## src/rtl/fc_link_tx.sv

```systemverilog
// fc_link_tx -- Fibre Channel link transmit word mux.
//
// Chooses the 32-bit transmission word sent to the PHY each cycle: primitive
// sequences while the link is not up, IDLE fill between frames, frame words
// from the upstream source, and an EOFa when a frame is cut off by a link
// state change.
//
// The port state code on 'state' is shared with the receive state machine:
//   0 LF1, 1 LF2, 2 OL1, 3 OL2, 4 OL3, 5 LR1, 6 LR2, 7 LR3, 8 AC
//
// Ports
//   clk, reset               clock, synchronous active-high reset
//   state[3:0], is_active    FC_Port state and "active, hold-off done"
//   in_data/in_datak         frame word and its K flags
//   in_sop/in_eop/in_valid   framing and word-present strobes
//   in_ready                 word accepted when in_valid && in_ready
//   data/datak               registered transmit word (K28.5 in byte 3)
//   abort_count              saturating count of aborted frames
//   underrun_count           saturating count of IDLEs inserted mid-frame
module fc_link_tx #(
    parameter int          MIN_IDLES = 6,
    parameter logic [31:0] EOFA_WORD = 32'hBC95F5F5
) (
    input  logic        clk,
    input  logic        reset,
    input  logic [3:0]  state,
    input  logic        is_active,
    input  logic [31:0] in_data,
    input  logic [3:0]  in_datak,
    input  logic        in_sop,
    input  logic        in_eop,
    input  logic        in_valid,
    output logic        in_ready,
    output logic [31:0] data,
    output logic [3:0]  datak,
    output logic [15:0] abort_count,
    output logic [15:0] underrun_count
);

    localparam logic [3:0] ST_LF1 = 4'd0, ST_LF2 = 4'd1, ST_OL1 = 4'd2,
                           ST_OL2 = 4'd3, ST_OL3 = 4'd4, ST_LR1 = 4'd5,
                           ST_LR2 = 4'd6, ST_LR3 = 4'd7, ST_AC  = 4'd8;

    localparam logic [31:0] W_IDLE = 32'hBC95B5B5;
    localparam logic [31:0] W_NOS  = 32'hBC55BF45;
    localparam logic [31:0] W_OLS  = 32'hBC358A55;
    localparam logic [31:0] W_LR   = 32'hBC49BF49;
    localparam logic [31:0] W_LRR  = 32'hBC35BF49;
    localparam logic [3:0]  K_OS   = 4'b1000;

    localparam int          GW       = $clog2(MIN_IDLES + 1);
    localparam logic [GW-1:0] GAP_LOAD = GW'(MIN_IDLES);

    typedef enum logic [1:0] {M_PRIM, M_GAP, M_FRAME, M_ABORT} mode_t;

    mode_t       mode, mode_n;
    logic [GW-1:0] gap, gap_n;
    logic        flush, flush_n;
    logic [31:0] data_n;
    logic [3:0]  datak_n;
    logic        abort_inc, under_inc;
    logic        ac, accept;

    function automatic logic [31:0] prim_word(input logic [3:0] s);
        case (s)
            ST_LF1, ST_OL1: prim_word = W_OLS;
            ST_LF2, ST_OL3: prim_word = W_NOS;
            ST_OL2, ST_LR1: prim_word = W_LR;
            ST_LR2:         prim_word = W_LRR;
            ST_LR3, ST_AC:  prim_word = W_IDLE;
            default:        prim_word = W_NOS;
        endcase
    endfunction

    assign ac     = (state == ST_AC);
    assign accept = in_valid && in_ready;

    // While flushing the remains of an aborted frame the source is drained
    // at full rate regardless of what the transmit side is doing.
    always_comb begin
        in_ready = flush;
        if (mode == M_GAP && ac && is_active && gap == '0)
            in_ready = 1'b1;
        if (mode == M_FRAME && ac && is_active)
            in_ready = 1'b1;
    end

    always_comb begin
        mode_n    = mode;
        gap_n     = gap;
        flush_n   = flush;
        data_n    = W_IDLE;
        datak_n   = K_OS;
        abort_inc = 1'b0;
        under_inc = 1'b0;

        if (flush && accept && in_eop)
            flush_n = 1'b0;

        unique case (mode)
            M_PRIM: begin
                data_n = prim_word(state);
                if (ac) begin
                    mode_n = M_GAP;
                    gap_n  = GAP_LOAD;
                end
            end
            M_GAP: begin
                if (!ac) begin
                    mode_n = M_PRIM;
                    gap_n  = GAP_LOAD;
                end else begin
                    if (gap != '0)
                        gap_n = gap - GW'(1);
                    // Non-SOP words here are stray tails: dropped, IDLE sent.
                    if (accept && !flush && in_sop) begin
                        data_n  = in_data;
                        datak_n = in_datak;
                        if (in_eop)
                            gap_n = GAP_LOAD;
                        else
                            mode_n = M_FRAME;
                    end
                end
            end
            M_FRAME: begin
                if (!ac || !is_active) begin
                    data_n    = EOFA_WORD;
                    mode_n    = M_ABORT;
                    abort_inc = 1'b1;
                    flush_n   = 1'b1;
                end else if (in_valid) begin
                    data_n  = in_data;
                    datak_n = in_datak;
                    if (in_eop) begin
                        mode_n = M_GAP;
                        gap_n  = GAP_LOAD;
                    end
                end else begin
                    under_inc = 1'b1;
                end
            end
            M_ABORT: begin
                // EOFa is on the wire this cycle; resume primitives.
                data_n = prim_word(state);
                mode_n = M_PRIM;
            end
            default: mode_n = M_PRIM;
        endcase
    end

    always_ff @(posedge clk) begin
        if (reset) begin
            mode           <= M_PRIM;
            gap            <= GAP_LOAD;
            flush          <= 1'b0;
            data           <= W_NOS;
            datak          <= K_OS;
            abort_count    <= 16'd0;
            underrun_count <= 16'd0;
        end else begin
            mode  <= mode_n;
            gap   <= gap_n;
            flush <= flush_n;
            data  <= data_n;
            datak <= datak_n;
            if (abort_inc && !(&abort_count))
                abort_count <= abort_count + 16'd1;
            if (under_inc && !(&underrun_count))
                underrun_count <= underrun_count + 16'd1;
        end
    end

endmodule

```

## config.mk

```make
export PLATFORM = sky130hd
export DESIGN_NAME = fc_link_tx
export DESIGN_NICKNAME = d
export VERILOG_FILES = /design/src/rtl/fc_link_tx.sv
export SDC_FILE = /design/constraint.sdc
export NUM_CORES = 1
export LEC_CHECK = 0
export BUFFER_PORTS_ARGS = -buffer_cell sky130_fd_sc_hd__clkbuf_2
export CORE_UTILIZATION = 51
export DETAILED_ROUTE_END_ITERATION = 8
export MAX_ROUTING_LAYER = met4
export PLACE_DENSITY = 0.8
export RECOVER_POWER = 100
export SYNTH_ARGS = -nofsm -noshare
export SYNTH_HDL_FRONTEND = slang
export SYNTH_SLANG_ARGS = --single-unit
```

## constraint.sdc

```tcl
create_clock -name clk -period 2.49 [get_ports clk]
set_clock_uncertainty 0.05 [all_clocks]
set_input_delay 0.1245 -clock clk [delete_from_list [all_inputs] [get_ports clk]]
set_output_delay 0.1245 -clock clk [all_outputs]
set_load 0.1 [all_outputs]
```

==> key figures, run 1 <==
Pwr
  • Clk network pwr share: 0.332
  • Total Power: 2.70 mW
  • Gate power share: 0.210
  • Flop pwr share: 0.457
  • Sw Share: 0.334
  • Pleak: 1.76 nW
  • Max VDD drop: 0.269 mV
  • P per Cell Area: 587 nW/um2
  • Net Sw Power: 901 uW
  • Cell Int Power: 1.80 mW

Setup path
  • Critical path type: reg -> reg
  • Critical Path AT: 2.47 ns
  • Critical path peak fanout: 25
  • R2R setup slack: 0.22 ns
  • Crit-path slowest cell: buf_2
  • Critical path endpoint category: flop
  • Setup crit start kind: flop
  • Critical path required time: 2.70 ns
  • Critical-path cell list: inv_1, ha_1, buf_2, nand2_1, o221ai_1, nor3_1, a211oi_1
  • Worst path buffer plus inverter count: 2
  • Worst path top cell family by delay: compound AO/OA/AOI/OAI gates
  • Slowest stage delay, CP: 0.44 ns

Clock tree
  • CTS Buf Count: 9
  • Resized Gates After CTS: 0
  • CTS H-tree depth: 3
  • TritonCTS clock tree: built
  • Clock transition at the registers of the reported paths: 0.08 ns
  • Worst skew pair latency: 0.36 ns
  • Root buf cell: clkbuf_8
  • Clk sinks: 74
  • Clock Tree Buf Depth: 2

Route
  • Total routed wirelength: 10000 um
  • DRT iter0 DRCs: 287
  • Post-DR wirelength/cell: 15.0 um
  • Vias per inst: 5.57
  • Vias: 3719
  • Antenna-violating nets left: 0
  • Residual DRC: 0
  • First-pass DRT Iterations: 5

Final layout
  • # fillers: 606
  • Final nets: 628
  • Layout cells sized above 1: 0.131
  • Highest-count cells in the layout ignoring fill and taps: 73 x dfxtp_1, 69 x clkbuf_1, 50 x nor2_1, 50 x nand2_1, 46 x clkbuf_2
  • FF/Latch Area: 1480 um2
  • Finished Layout Cells: 668
  • Most common cell after layout, fill and taps aside: dfxtp_1
  • # diodes: 0
  • Area of the multi-input gates: 2000 um2
  • Area growth from synthesis to layout: 25.7%
  • Post-layout util: 0.669
  • Fin area: 4600 um2

Job
  • Max Cap Viol: 0

Logic synthesis
  • Synthesized area: 3660 um2
  • Yosys reg bits: 74
  • Most area-consuming cells after synthesis: dfxtp_1 41%, ha_1 5.1%, nand2_1 5.1%
  • Yosys Warn Count: 0
  • Prevailing post-synth register cell: dfxtp_1
  • EDFF count, synth: 0
  • Area share of the leading cell type in the synthesized netlist: 0.405
  • Area leader, netlist: dfxtp_1
  • Sequential area share after synthesis: 0.405
  • Netlist cell types: 57
  • Mapped Cells: 437
  • Asr flop ratio synth: 0
  • Synth Net Count: 498
  • Synthesized area per cell: 8.37 um2

Placement
  • GPL Wtd Cong: 0.834
  • Cell Area, Placed: 4320 um2
  • PortBufs: 114
  • Pre-CTS setup slack: 0.292 ns
  • Dpl hpwl: 6630 um
  • Placed cell count: 630

Global route
  • Initial antenna violation count: 0
  • Number of global-route vias before repair: 3547
  • GRT Total Usage: 0.283
  • First-pass GRT wire length: 16000 um
  • Congestion Overflow GR: 0
  • Pin count of the biggest net entering global routing: 26

Floorplan
  • Die W: 86.7 um
  • Std cell rows: 30
  • Die ar.: 7510 um2
  • Die Ht: 86.7 um
  • IO Pins: 115
  • Initial Utilization: 0.532
  • CORE AREA: 6870 um2

STA
  • Setup ws final: 0.224 ns
  • Tmin final: 2.27 ns
  • Setup TNS: 0 ns
  • Unrepaired setup endpoints after global routing: no
  • Fin. max-slew vios: 0
  • Endpoints failing hold: 0
  • Worst slew margin: 0.207
  • Worst hold slack: 0.0423 ns
  • Setup Viol. Count Final: 0
  • Slew @ Worst Pin: 1.19 ns
  • FMAX: 441 MHz
  • Crit share post-route: 0.910

Hold path
  • Hold WC Path Type: in -> reg

Run status
  • Status: finished, final reports clean
[cell type report]
type,count,area share
Inverter,11,0.00898
Multi-Input combinational cell,327,0.436
Sequential cell,74,0.323
Timing Repair Buffer,144,0.165
Clock buffer,12,0.0359
Tap cell,96,0.0261
Clock inverter,4,0.00544
[repair_timing]
item                                   4_1_cts  5_1_grt
hold buffers                                22        0
endpoints found under the hold margin       22        0
setup buffers                                0        0
[layer usage]
| metal | track usage | share of wire | vias to the layer above |
|---|---|---|---|
| met2 | 0.477 | 0.48 | 172 |
| met3 | 0.0752 | 0.076 | 32 |
| met5 | - | 0 | - |
| met4 | 0.132 | 0.026 | 0 |
| li1 | - | - | 1805 |
| met1 | 0.312 | 0.42 | 1710 |
[cell usage after synthesis (all sizes together), types with 2 or more instances]
master,instances
nor4,6
nand2,50
nand4,10
nand4b,2
inv,11
a31oi,4
nand2b,2
nand3b,3
or3,2
a211oi,3
o211ai,4
a22o,9
xnor2,19
ha,15
nand3,19
o31ai,2
clkbuf,19
nor2b,2
nor3b,4
mux2i,2
xor2,6
a21oi,13
o21ai,35
nor3,11
and3,7
and4,4
buf,6
nor2,50
a221oi,2
a21o,10
o21a,2
and2,11
nor4b,3
dfxtp,74
a31o,2
[state kept, by name, summed over array words and instances (netlist names)]
signal and flops:
flush 1, gap 3, datak 4, abort_count 16
data 32, underrun_count 16, mode 2
[power by group through the flow]
stage | Combinational, mW | Clock (mW) | Sequential, mW
final | 0.568 | 0.897 | 1.23
after global routing | 0.600 | 0.976 | 1.24
after CTS | 0.568 | 0.914 | 1.23
after detailed placement | 0.538 | 0 | 1.26
after global placement | 0.528 | 0 | 1.26
after floorplan | 0.151 | 0 | 1.53
[tightest hold or removal path, delay by kind of cell]
family	cells	cell delay (ns)
buf+inv	1	0.08
compound gates	2	0.20
[final timing paths]
| check | end | depth (start not counted) | startpoint |
|---|---|---|---|
| worst max-delay path | mode[0] | 7 | mode[0] |
| worst min-delay path | data[6] | 3 | in_data[6] |
| worst max register to register | mode[0] | 7 | mode[0] |
| worst min register to register | flush | 2 | flush |
[cells by family (layout without fill, tap and decap cells)]
| kind of cell | after synthesis | after routing | share of synthesized area |
|---|---|---|---|
| buffers and inverters | 36 | 171 | 0.0404 |
| and+or+nand+nor | 190 | 190 | 0.269 |
| xor gates and xnor gates | 25 | 25 | 0.0599 |
| DFF | 74 | 74 | 0.405 |
| muxes | 2 | 2 | 0.00547 |
| adders and majority gates | 15 | 15 | 0.0513 |
| AOI/OAI and AO/OA | 95 | 95 | 0.169 |
(Power assumes the default switching activity.)
==> inputs of run 2 (changes only) <==
- CORE_UTILIZATION: 51 -> 46
- PLACE_DENSITY: 0.8 -> 0.76
- clock period: 2.49 -> 1.85 ns (I/O delays scaled with it)
==> key figures, run 2 (same netlist as run 1, synthesis figures left out) <==
Run status
  • Status: finished, final reports clean

Floorplan
  • Die W: 91.2 um
  • IO Pins: 115
  • CORE AREA: 7730 um2
  • Die ar.: 8310 um2
  • Die Ht: 91.2 um
  • Std cell rows: 32
  • Initial Utilization: 0.473

STA
  • Setup Viol. Count Final: 0
  • Fin. max-slew vios: 0
  • Worst slew margin: 0.229
  • Slew @ Worst Pin: 1.16 ns
  • FMAX: 544 MHz
  • Tmin final: 1.84 ns
  • Crit share post-route: 0.994
  • Unrepaired setup endpoints after global routing: yes
  • Endpoints failing hold: 0
  • Setup ws final: 0.0110 ns

Setup path
  • Critical path type: reg -> reg
  • Critical path peak fanout: 4
  • Setup crit start kind: flop
  • Slowest stage delay, CP: 0.38 ns
  • Crit-path slowest cell: dfxtp_4
  • R2R setup slack: 0.01 ns
  • Critical path required time: 2.04 ns
  • Critical path endpoint category: flop
  • Worst r2r dst: gap[1]
  • Critical-path cell list: inv_4, ha_4, nand4b_1, buf_4, buf_6, o211ai_1, a221oi_2, o31a_1
  • Worst reg-to-reg path cell count: 8
  • Worst r2r src: mode[1]
  • Critical Path AT: 2.03 ns

Pwr
  • Gate power share: 0.229
  • Sw Share: 0.335
  • Cell Int Power: 2.43 mW
  • Net Sw Power: 1.22 mW
  • Flop pwr share: 0.450
  • Max VDD drop: 0.408 mV
  • P per Cell Area: 691 nW/um2
  • Clk network pwr share: 0.321
  • Pleak: 2.18 nW
  • Total Power: 3.65 mW

Route
  • Vias: 3807
  • Vias per inst: 5.38
  • Post-DR wirelength/cell: 14.4 um
  • Total routed wirelength: 10200 um
  • Residual DRC: 0
  • First-pass DRT Iterations: 4
  • Antenna-violating nets left: 0
  • DRT iter0 DRCs: 185

Final layout
  • Final nets: 661
  • Fin area: 5280 um2
  • # fillers: 588
  • FF/Latch Area: 1560 um2
  • Largest register FFs: 32
  • Finished Layout Cells: 707
  • Area of the multi-input gates: 2230 um2
  • Top reg by flops: data
  • Area growth from synthesis to layout: 44.4%
  • Highest-count cells in the layout ignoring fill and taps: 112 x clkbuf_2, 50 x nand2_1, 48 x nor2_1, 43 x dfxtp_1, 36 x buf_4
  • Layout cells sized above 1: 0.397
  • Post-layout util: 0.683
  • Most common cell after layout, fill and taps aside: clkbuf_2
  • # diodes: 0
  • Biggest regs: data: 32 flops, abort_count: 16 flops, underrun_count: 16 flops

Clock tree
  • CTS H-tree depth: 3
  • Clock Tree Buf Depth: 2
  • CTS Buf Count: 9
  • Worst skew pair latency: 0.35 ns
  • TritonCTS clock tree: built
  • Root buf cell: clkbuf_8
  • Clk sinks: 74
  • Clock transition at the registers of the reported paths: 0.08 ns

Global route
  • GRT Total Usage: 0.247
  • Pin count of the biggest net entering global routing: 23
  • First-pass GRT wire length: 16200 um
  • Congestion Overflow GR: 0
  • Number of global-route vias before repair: 3651
  • Initial antenna violation count: 0

Hold path
  • Hold WC Path Type: in -> reg
  • Hold path endpoint: data[6]
  • Hold path cells: 3
  • Worst hold path startpoint: in_data[6]

Placement
  • Placed cell count: 667
  • GPL Wtd Cong: 0.912
  • Dpl hpwl: 7130 um
  • Pre-CTS setup slack: -0.120 ns
  • Cell Area, Placed: 4670 um2
  • PortBufs: 114

Job
  • Max Cap Viol: 0
run 2: critical path: cells and delay by family, from the launching register on:
family	cells	cell delay (ns)
flip-flops	1	0.38
buffers and inverters	3	0.39
AO/OA/AOI/OAI	3	0.56
adder cells (fa/ha/maj)	1	0.15
AND/OR/NAND/NOR	1	0.20
run 2: worst max path at each step:
stage              from  endpoint  slack (ns)
6_report        mode[1]    gap[1]        0.01
5_1_grt         mode[1]    gap[0]       -0.04
4_1_cts          gap[0]  in_ready       -0.02
3_5_place_dp    mode[1]   mode[1]       -0.12
3_3_place_gp    mode[1]  data[19]       -0.06
2_1_floorplan  state[0]  in_ready       -0.03
run 2: per-layer routing:
layer,global-route usage,vias to the layer above,part of all wire
met2,0.436,141,0.50
met3,0.0369,18,0.052
li1,-,1861,-
met1,0.282,1787,0.43
met5,-,-,0
met4,0.0913,0,0.019
run 2: power groups by stage:
stage | Sequential [mW] | Combinational, mW | Clock [mW]
2_1_floorplan | 2.03 | 0.203 | 0
3_3_place_gp | 1.67 | 0.753 | 0
3_5_place_dp | 1.67 | 0.764 | 0
4_1_cts | 1.64 | 0.813 | 1.21
5_1_grt | 1.65 | 0.879 | 1.28
6_report | 1.64 | 0.837 | 1.17
run 2: cell type report:
class                      instances  share of cell area
clock buffer                      10              0.0282
clock inverter                     6             0.00711
inverter                          11             0.00829
multi-input combinational        327               0.423
sequential                        74               0.295
tap                              102              0.0242
timing repair buffer             177               0.214
run 2: timing repair:
item | in CTS | in global routing
resized for setup | 14 | 33
endpoints found under the setup margin | 32 | 55
setup buffers | 1 | 1
pin swaps | 3 | 6
hold endpoints to repair | 22 | 0
hold buffers | 22 | 0
run 2: through the flow:
| step | hold slack, ns | setup TNS [ns] |
|---|---|---|
| 2_1_floorplan | 0.151 | -0.0771 |
| 3_5_place_dp | 0.251 | -1.54 |
| 5_1_grt | 0.0697 | -0.124 |
| 6_report | 0.0264 | 0 |
| 4_1_cts | 0.0153 | -0.0277 |
| 3_3_place_gp | 0.248 | -0.668 |
